`src/rtl/note_midi_sequencer.sv`:
```
// Turns a one-hot semitone vector into MIDI note-off/note-on byte streams
// over a valid/ready byte interface, keeping at most one note sounding.
module note_midi_sequencer #(
  parameter int unsigned CHANNEL   = 0,
  parameter int unsigned BASE_NOTE = 60,
  parameter int unsigned VELOCITY  = 100
) (
  input  logic        clk,
  input  logic        rst,
  input  logic [11:0] i_note,
  input  logic        i_enable,
  output logic [7:0]  o_byte,
  output logic        o_valid,
  input  logic        i_ready,
  output logic        o_active,
  output logic [6:0]  o_active_key,
  output logic [15:0] o_msg_cnt
);

  typedef enum logic [2:0] {
    IDLE,
    OFF_ST,
    OFF_KEY,
    OFF_VEL,
    ON_ST,
    ON_KEY,
    ON_VEL
  } state_t;

  localparam logic [7:0] NOTE_OFF_BYTE = 8'h80 | 8'(CHANNEL);
  localparam logic [7:0] NOTE_ON_BYTE  = 8'h90 | 8'(CHANNEL);
  localparam logic [7:0] VEL_BYTE      = 8'(VELOCITY);

  state_t      state_reg, state_next;
  logic [6:0]  key_reg;
  logic        tgt_note_reg;
  logic        active_reg;
  logic [6:0]  active_key_reg;
  logic [15:0] msg_cnt_reg;

  logic [6:0]  bit_key [12];
  logic        tgt_note;
  logic [6:0]  tgt_key;
  logic        tgt_change;

  // Bit 11 is C, so bit index i maps to semitone 11-i above BASE_NOTE.
  genvar gi;
  generate
    for (gi = 0; gi < 12; gi++) begin : g_key
      assign bit_key[gi] = 7'(BASE_NOTE + 11 - gi);
    end
  endgenerate

  always_comb begin
    tgt_note = 1'b0;
    tgt_key  = 7'd0;
    if (i_enable && (i_note != 12'd0) && ((i_note & (i_note - 12'd1)) == 12'd0)) begin
      tgt_note = 1'b1;
      for (int i = 0; i < 12; i++) begin
        if (i_note[i]) tgt_key = bit_key[i];
      end
    end
  end

  // "No note" carries key 0, matching the cleared active key.
  assign tgt_change = (tgt_note != active_reg) || (tgt_key != active_key_reg);

  always_comb begin
    state_next = state_reg;
    o_byte     = 8'h00;
    case (state_reg)
      IDLE: begin
        if (tgt_change) state_next = active_reg ? OFF_ST : ON_ST;
      end
      OFF_ST: begin
        o_byte = NOTE_OFF_BYTE;
        if (i_ready) state_next = OFF_KEY;
      end
      OFF_KEY: begin
        o_byte = {1'b0, active_key_reg};
        if (i_ready) state_next = OFF_VEL;
      end
      OFF_VEL: begin
        o_byte = 8'h00;
        if (i_ready) state_next = tgt_note_reg ? ON_ST : IDLE;
      end
      ON_ST: begin
        o_byte = NOTE_ON_BYTE;
        if (i_ready) state_next = ON_KEY;
      end
      ON_KEY: begin
        o_byte = {1'b0, key_reg};
        if (i_ready) state_next = ON_VEL;
      end
      ON_VEL: begin
        o_byte = VEL_BYTE;
        if (i_ready) state_next = IDLE;
      end
      default: state_next = IDLE;
    endcase
  end

  always_ff @(posedge clk) begin
    if (rst) begin
      state_reg      <= IDLE;
      key_reg        <= 7'd0;
      tgt_note_reg   <= 1'b0;
      active_reg     <= 1'b0;
      active_key_reg <= 7'd0;
      msg_cnt_reg    <= 16'd0;
    end else begin
      state_reg <= state_next;
      if (state_reg == IDLE && tgt_change) begin
        key_reg      <= tgt_key;
        tgt_note_reg <= tgt_note;
      end
      if (i_ready && state_reg == OFF_VEL) begin
        active_reg     <= 1'b0;
        active_key_reg <= 7'd0;
        msg_cnt_reg    <= msg_cnt_reg + 16'd1;
      end
      if (i_ready && state_reg == ON_VEL) begin
        active_reg     <= 1'b1;
        active_key_reg <= key_reg;
        msg_cnt_reg    <= msg_cnt_reg + 16'd1;
      end
    end
  end

  assign o_valid      = (state_reg != IDLE);
  assign o_active     = active_reg;
  assign o_active_key = active_key_reg;
  assign o_msg_cnt    = msg_cnt_reg;

endmodule

```
`config.mk`:
```
export PLATFORM = sky130hd
export DESIGN_NAME = note_midi_sequencer
export DESIGN_NICKNAME = d
export VERILOG_FILES = /design/src/rtl/note_midi_sequencer.sv
export SDC_FILE = /design/constraint.sdc
export NUM_CORES = 1
export LEC_CHECK = 0
export BUFFER_PORTS_ARGS = -buffer_cell sky130_fd_sc_hd__buf_2
export CAP_MARGIN = 5
export CORE_MARGIN = 10
export CORE_UTILIZATION = 30
export CTS_BUF_LIST = sky130_fd_sc_hd__clkbuf_16
export DETAILED_ROUTE_END_ITERATION = 10
export HOLD_SLACK_MARGIN = 0.08
export PLACE_DENSITY = 0.5
export SLEW_MARGIN = 20
export SYNTH_ARGS = -nofsm -noshare
export SYNTH_HDL_FRONTEND = slang
export SYNTH_SLANG_ARGS = --single-unit
```
`constraint.sdc`:
```
create_clock -name clk -period 2.8 [get_ports clk]
set_input_delay 0.28 -clock clk [delete_from_list [all_inputs] [get_ports clk]]
set_output_delay 0.28 -clock clk [all_outputs]
set_load 0.01 [all_outputs]
```
Yosys cells after proc, flatten, opt, wreduce, memory -nomap -nowiden:

Index checks and enable logic that the tools add are counted.

* add/subtract/negate cells: 2
* equal/unequal tests: 15
* mux-type cells: 31
* reduce and logical (&&, ||, !) cells: 12
* bitwise logic cells: 1

Operators by type and width (count)
* 7-bit two-way mux: 15
* 8-bit one-hot mux with 5 select lines: 1
* 16-bit two-way mux: 2
* 3-bit two-way mux: 9
* 3-bit one-hot mux with 7 select lines: 1
* 16-bit by 1-bit adder with 16-bit output (second input constant): 1
* 2-bit != test (second input constant): 7
* 12-bit AND: 1
* 12-bit zero test: 1
* 12-bit nonzero test: 1
* 12-bit by 1-bit subtractor with 12-bit output (second input constant): 1
* 3-bit equality test (second input constant): 3
* 7-bit != test: 1
* 7-bit AND reduction: 1
* 3-bit by 2-bit equality test with 1-bit output (second input constant): 2
* 1-bit logical AND: 5
* 3-bit by 1-bit equality test with 1-bit output (second input constant): 1
* 3-bit zero test: 1
* 1-bit two-way mux: 3
* 3-bit nonzero test: 1
* 2-bit nonzero test: 1
* 1-bit logical OR: 1
* 1-bit != test: 1

* output and inout bits: 33
* flip-flop bits (word level): 35
* input port bits: 16

Depth between registers and ports, before layout:

Gate-level depths: netlist (run 1).

* depth after elaboration: 17
* depth in mapped cells: 9

Worst setup path before layout (run 1):

OpenSTA, ideal clock, no wires.

* kind: input -> register
* from: input i_note[7]
* to: register key_reg[6]
* slack: 0.382 ns
* cell stages on the path: 8
* required time: 2.730 ns
* arrival: 2.347 ns
* library setup time: 0.070 ns
* cells stage by stage: clkbuf_1 > or4_4 > nor3_2 > mux2i_1 > or3_4 > mux2i_4 > a221oi_2 > o2bb2ai_1

* cells in the longest elaborated chain, start to end: 9

RTL lines
* start: declaration: RTL line 10 `input logic [11:0] i_note,`
* branches (longest 9 deep; another with 12-bit by 1-bit subtractor with 12-bit output)
* end signal: assignment: RTL line 114 `key_reg <= tgt_key;`
* end: declaration: RTL line 35 `logic [6:0] key_reg;`

Parallel ways; which one is timed is not known.
A chain may end at the register's enable or synchronous reset.

Final worst setup path (run 1):

* from: register state_reg[2]
* to: output o_byte[5]

* cells in the longest elaborated chain, start to end: 2

RTL lines
* start: declaration: RTL line 34 `state_t state_reg, state_next;`
* start signal: assignment: RTL line 112 `state_reg <= state_next;`
* 3-bit equality test (tied with other cells): RTL line 71 `case (state_reg)`
* 8-bit one-hot mux with 5 select lines *: RTL line 71
* end: declaration: RTL line 12 `output logic [7:0] o_byte,`

Every way passes the cells marked *; elsewhere a longest branch is shown, timed or not.

==> flow_metrics.tcl, run 1 <==
set metrics [dict create \
    cts-root-to-sink-buffers 2 \
    ctsResizeCount 0 \
    synth_simple_gate_area_share_pct 29.0 \
    grt.total_usage_pct 10.4 \
    first_pass_iters 4 \
    route.detailed.wl_per_inst_um 14.4 \
    die_height_um 100 \
    regToRegStartpoint "state_reg[1]" \
    gp_congestion 0.738 \
    r2r_end "o_msg_cnt[13]" \
    synth_nets 266 \
    max_slew_margin_vs_limit_pct 58.8 \
    grt-ovfl-total 0 \
    combPwrFrac_pct 6.1 \
    remaining_drc_errors 0 \
    ys_seq_area_share_pct 32.2 \
    final_setup_violation_count 0 \
    yosysUniqueCellTypes 48 \
    p_int_uw 783 \
    route.final.wire_length_mm 5.30 \
    min_path_type "input pin to register" \
    path_max_fanout 13 \
    switching_share_pct 22.2 \
    antenna_cells 0 \
    cts_setup_buffers 0 \
    synthAdderAreaFrac_pct 1.17 \
    worst_hold_startpoint "i_ready" \
    clkSlewWorstSetupHoldPaths_ns 0.05 \
    critical_path_class "register to output port" \
    regArea_um2 621 \
    clock_tree_from_tritoncts "yes" \
    clkSinkCount 31 \
    synth-edff-count 0 \
    period_share_pct 89.1 \
    io_pins 49 \
    final_max_slew_viol_count 0 \
    design.core.area_um2 6310 \
    kind_of_start_point_of_the_critical_path "register" \
    ir_worst_vdd_v 0.000249 \
    detail_route.vias_per_cell 5.14 \
    combinational_family_with_the_most_area_after_synthesis "simple AND/OR/NAND/NOR gates" \
    pwr_density_cell_nw_per_um2 429 \
    num-nets-final 307 \
    finish.instance_area_um2 2350 \
    postRouteAntennaNets 0 \
    leakage_nw 0.912 \
    rsz0062_at_grt "false" \
    number_of_failing_hold_endpoints_at_the_final_stage 0 \
    synthesis.instances 249 \
    crit_path_end_kind "output port" \
    cts-buffers-inserted 5 \
    placement.io_buffers 48 \
    yosys_register_bits 31 \
    largest_reg_flops 16 \
    achievable_frequency_ghz 0.401 \
    data_arrival_critical_path_ns 2.21 \
    final.min_clock_period_ns 2.49 \
    mux_share_of_post_synthesis_cell_area_pct 1.69 \
    syn-cell-area_um2 1930 \
    via_count_of_the_first_global_routing_pass 1753 \
    worstHoldPathCells 3 \
    post_synth_xor_area_fraction_pct 5.90 \
    run_status "finished, final reports clean" \
    dominantRegCellSynth "dfxtp_1" \
    grt_start_max_net_pins 30 \
    skew_ns 0.00649 \
    synth_top_area_cell "dfxtp_1" \
    ff2ff_setup_slack_ns 0.78 \
    clockPowerShare_pct 49.9 \
    yosys-top-cells-area "dfxtp_1, nor2_1, o21ai_0" \
    max_h_tree_level 2 \
    multi_input_combinational_cell_area_um2 1190 \
    die-area_um2 10000 \
    antenna_found_initial 0 \
    hold_buffers 0 \
    floorplan.initialDensity_pct 30.6 \
    tightestPinTransition_ns 0.613 \
    clkLatencyLatePin_ns 0.27 \
    synth-warning-count 0 \
    cells_on_worst_reg2reg_path 7 \
    die_width_um 100 \
    clock-root-buffer "clkbuf_16" \
    rows 29 \
    setup_tns_ns 0 \
    synth_top_area_share_pct 32.2 \
    flow.area_growth_from_synthesis_pct 21.6 \
    post_route_cells_drive_above_1_share_pct 24.4 \
    dpl.hpwl_mm 4.14 \
    placed_instance_area_um2 2210 \
    maxCapViolations 0 \
    hold-path-endpoint "state_reg[1]" \
    fillerInstances 691 \
    initialDrtViolationCount 97 \
    synth_compound_area_share_pct 23.9 \
    synthArstFlopShare_pct 0 \
    postSynthAreaPerCell_um2 7.75 \
    power.net_switching_uw 223 \
    worst-endpoint-required_ns 2.52 \
    via_count 1892 \
    power_frac_seq_pct 43.9 \
    grt_pass1_wl_mm 8.74 \
]
-- stage by stage --
| stage | setup WS [ns] | utilization [%] | hold WS [ns] | power [mW] | cells |
|---|---|---|---|---|---|
| 2_1_floorplan | 0.382 | - | 0.426 | 0.491 | 249 |
| 3_3_place_gp | 0.126 | 35.0 | 0.449 | 0.513 | 360 |
| 3_5_place_dp | 0.0634 | 35.0 | 0.448 | 0.513 | 360 |
| 4_1_cts | 0.339 | 37.2 | 0.411 | 1.02 | 368 |
| 5_1_grt | 0.0600 | 37.2 | 0.427 | 1.04 | 368 |
| 6_report | 0.305 | 37.2 | 0.411 | 1.01 | 368 |
-- critical path: stages, from the launching register on --
cell and delay, ns:
dfxtp_1 0.60, inv_1 0.18, nor3b_1 0.54, a22oi_1 0.30
o21ai_0 0.16, buf_2 0.17
-- how the worst max path moves through the flow --
stage	to	startpoint	slack, ns	cells after the start
after floorplan	key_reg[6]	i_note[7]	0.38	8
after global placement	key_reg[0]	i_note[0]	0.13	8
after detailed placement	key_reg[2]	i_note[0]	0.06	8
after CTS	o_byte[5]	state_reg[2]	0.34	5
after global routing	o_byte[5]	state_reg[2]	0.06	5
final	o_byte[5]	state_reg[2]	0.31	5
-- synthesized netlist by cell type (all sizes together) (3+ instances only) --
cell      n
a211oi    5
nor4      6
o2bb2ai   5
or4       3
nor3     12
nand2    17
clkbuf   12
or2       3
o31ai     3
o21ai    17
xnor2     6
nand4     8
nand3     5
inv       9
or3       6
a22oi     8
nand2b    4
nor3b     4
nor2     33
buf       6
a21oi    17
xor2      7
dfxtp    31
-- cell families after synthesis --
group / after synthesis
DFF: 31
adders and majority gates: 2
AOI/OAI and AO/OA: 68
muxes: 2
and+or+nand+nor: 106
xor gates and xnor gates: 13
buffers and inverters: 27
-- layout by cell type, fill, tap and decap left out, drive strengths merged, types with 2 or more instances in the layout --
| cell type | count |
|---|---|
| buf | 52 |
| nor2 | 33 |
| dfxtp | 31 |
| nand2 | 17 |
| o21ai | 17 |
| a21oi | 17 |
| nor3 | 12 |
| inv | 10 |
| nand4 | 8 |
| a22oi | 8 |
| xor2 | 7 |
| xnor2 | 6 |
| nor4 | 6 |
| or3 | 6 |
| a211oi | 5 |
| o2bb2ai | 5 |
| nand3 | 5 |
| clkbuf | 5 |
| nand2b | 4 |
| nor3b | 4 |
| or2 | 3 |
| o31ai | 3 |
| or4 | 3 |
| a22o | 2 |
| a211o | 2 |
| nor4b | 2 |
| o211ai | 2 |
| nor2b | 2 |
| clkinv | 2 |
| mux2i | 2 |
-- metal layers --
layer / up-vias / track usage (%) / wire, µm
met1: 864 / 14.6 / 2680
met2: 33 / 15.0 / 2330
met4: 0 / 2.93 / 48
met5: - / 0 / 0
met3: 4 / 3.09 / 248
li1: 991 / - / -
-- area by class of cell --
cell class	instances	share of cell area, %
Multi-Input combinational cell	191	50.7
Clock buffer	5	5.33
Timing Repair Buffer	52	11.5
Inverter	9	1.44
Sequential cell	31	26.5
Clock inverter	3	0.480
Tap cell	77	4.11
-- power groups by stage --
stage	Clock [mW]	Sequential [mW]	Combinational (mW)
floorplan	0	0.451	0.0401
global placement	0	0.451	0.0622
detailed placement	0	0.451	0.0620
CTS	0.513	0.442	0.0621
global route	0.531	0.441	0.0704
finish	0.503	0.442	0.0619
Note: power is estimated with default switching activity, not from simulation.
==> run 2: changes to the inputs <==
--- a/config.mk
+++ b/config.mk
@@ -6,12 +6,13 @@
 export NUM_CORES = 1
 export LEC_CHECK = 0
 export BUFFER_PORTS_ARGS = -buffer_cell sky130_fd_sc_hd__buf_2
-export CAP_MARGIN = 5
+export CAP_MARGIN = 20
 export CORE_MARGIN = 10
 export CORE_UTILIZATION = 30
 export CTS_BUF_LIST = sky130_fd_sc_hd__clkbuf_16
 export DETAILED_ROUTE_END_ITERATION = 10
 export HOLD_SLACK_MARGIN = 0.08
+export MAX_ROUTING_LAYER = met4
 export PLACE_DENSITY = 0.5
 export SLEW_MARGIN = 20
 export SYNTH_ARGS = -nofsm -noshare
==> run 2 against run 1 <==
Against the previous run:
- clock power barely moved
- sequential share of layout area did not move
- fmax fell by 0.33%
- design area did not move
- hold slack improved by 0.0011 ns
- wire length barely moved
- critical path depth did not move
- via count fell by 0.42%
- die area did not move
- largest power group unchanged
==> flow_metrics.tcl, run 2 (synthesis results as in run 1) <==
set metrics [dict create \
    antenna_found_initial 0 \
    achievable_frequency_ghz 0.399 \
    clkSlewWorstSetupHoldPaths_ns 0.05 \
    period_share_pct 89.4 \
    hold_buffers 0 \
    grt_pass1_wl_mm 8.74 \
    hold-path-endpoint "state_reg[1]" \
    regToRegStartpoint "state_reg[1]" \
    crit_path_end_kind "output port" \
    non_filler_instance_count_after_layout 368 \
    grt_start_max_net_pins 30 \
    die_width_um 100 \
    cts_setup_buffers 0 \
    worst_path_dominant_cell_family "flip-flops" \
    timing.hold.ws_ns 0.412 \
    postRouteAntennaNets 0 \
    worstHoldPathCells 3 \
    place_inst 360 \
    placed_instance_area_um2 2210 \
    first_pass_iters 4 \
    placement.io_buffers 48 \
    remaining_drc_errors 0 \
    worst-endpoint-required_ns 2.52 \
    ctsResizeCount 0 \
    data_arrival_critical_path_ns 2.22 \
    design.core.area_um2 6310 \
    clock-root-buffer "clkbuf_16" \
    grt-ovfl-total 0 \
    cells_on_worst_reg2reg_path 7 \
    detail_route.vias_per_cell 5.12 \
    largest_reg_flops 16 \
    route.detailed.wl_per_inst_um 14.4 \
    maxCapViolations 0 \
    path_max_fanout 13 \
    number_of_failing_hold_endpoints_at_the_final_stage 0 \
    grt.total_usage_pct 10.7 \
    cts-root-to-sink-buffers 2 \
    skew_ns 0.00663 \
    run_status "finished, final reports clean" \
    cts-buffers-inserted 5 \
    final_common_cell "buf_2" \
    num-nets-final 307 \
    dp_worst_setup_slack_ns 0.0634 \
    final.min_clock_period_ns 2.50 \
    ir_worst_vdd_v 0.000249 \
    final_setup_violation_count 0 \
    flow.area_growth_from_synthesis_pct 21.6 \
    io_pins 49 \
    initialDrtViolationCount 99 \
    timing.critical_path.cells "inv_1 -> nor3b_1 -> a22oi_1 -> o21ai_0 -> buf_2" \
    setup_tns_ns 0 \
    floorplan.initialDensity_pct 30.6 \
    pwr_density_cell_nw_per_um2 429 \
    critical_path_class "register to output port" \
    antenna_cells 0 \
    rows 29 \
    rsz0062_at_grt "false" \
    via_count 1884 \
    kind_of_start_point_of_the_critical_path "register" \
    max_h_tree_level 2 \
    postLayoutSetupSlackWorst_ns 0.297 \
    clock_tree_from_tritoncts "yes" \
    report.power.total_mw 1.01 \
    tightestPinTransition_ns 0.620 \
    utilization_pct 37.2 \
    clkLatencyLatePin_ns 0.27 \
    via_count_of_the_first_global_routing_pass 1747 \
    min_path_type "input pin to register" \
    layout_common_cells "buf_2, nor2_1, dfxtp_1" \
    final_max_slew_viol_count 0 \
    critical_path_buf_inv_count 2 \
    finish.instance_area_um2 2350 \
    worst_path_max_delay_cell "dfxtp_1" \
    die_height_um 100 \
    r2r_end "o_msg_cnt[13]" \
    die-area_um2 10000 \
    clkSinkCount 31 \
    max_slew_margin_vs_limit_pct 58.4 \
    worst_hold_startpoint "i_ready" \
    dpl.hpwl_mm 4.14 \
    cp_slowest_stage_delay_ns 0.61 \
    ff2ff_setup_slack_ns 0.77 \
    post_route_cells_drive_above_1_share_pct 24.4 \
    leakage_nw 0.912 \
    route.final.wire_length_mm 5.31 \
    gp_congestion 0.747 \
]
[run 2: cell counts in the layout (fill, tap and decap cells not counted)]
Identical to the previous run, type by type.
[run 2: worst max-delay path by stage]
stage / from / to / slack (ns) / cells after the start
after floorplan: i_note[7] / key_reg[6] / 0.38 / 8
after global placement: i_note[0] / key_reg[0] / 0.13 / 8
after detailed placement: i_note[0] / key_reg[2] / 0.06 / 8
after CTS: state_reg[2] / o_byte[5] / 0.34 / 5
after global routing: state_reg[2] / o_byte[5] / 0.06 / 5
final: state_reg[2] / o_byte[5] / 0.30 / 5
[run 2: cell type report]
type / instances / area [µm²]
multi-input cells: 191 / 1190
clock buffers: 5 / 125
flip-flops and latches: 31 / 621
repair buffers: 52 / 270
clock inverters: 3 / 11.3
inverters: 9 / 33.8
fillers: 691 / 3970
well taps: 77 / 96.3
[run 2: worst min-delay path: stages]
cell and delay [ns]:
buf_2 0.15, a21oi_1 0.15, a211oi_1 0.05
[run 2: where the power goes]
part           total [mW]  switching, mW  internal [mW]
Combinational      0.0619         0.0399         0.0220
Sequential          0.442       0.000127          0.442
Clock               0.503          0.184          0.319
Total                1.01          0.224          0.783
[run 2: layer usage]
| layer | vias to the layer above | GRT usage [%] | part of all wire, % |
|---|---|---|---|
| met5 | - | - | 0 |
| met4 | 0 | 2.93 | 0.90 |
| met3 | 4 | 2.82 | 3.8 |
| met2 | 26 | 15.1 | 44 |
| met1 | 863 | 14.7 | 52 |
| li1 | 991 | - | - |
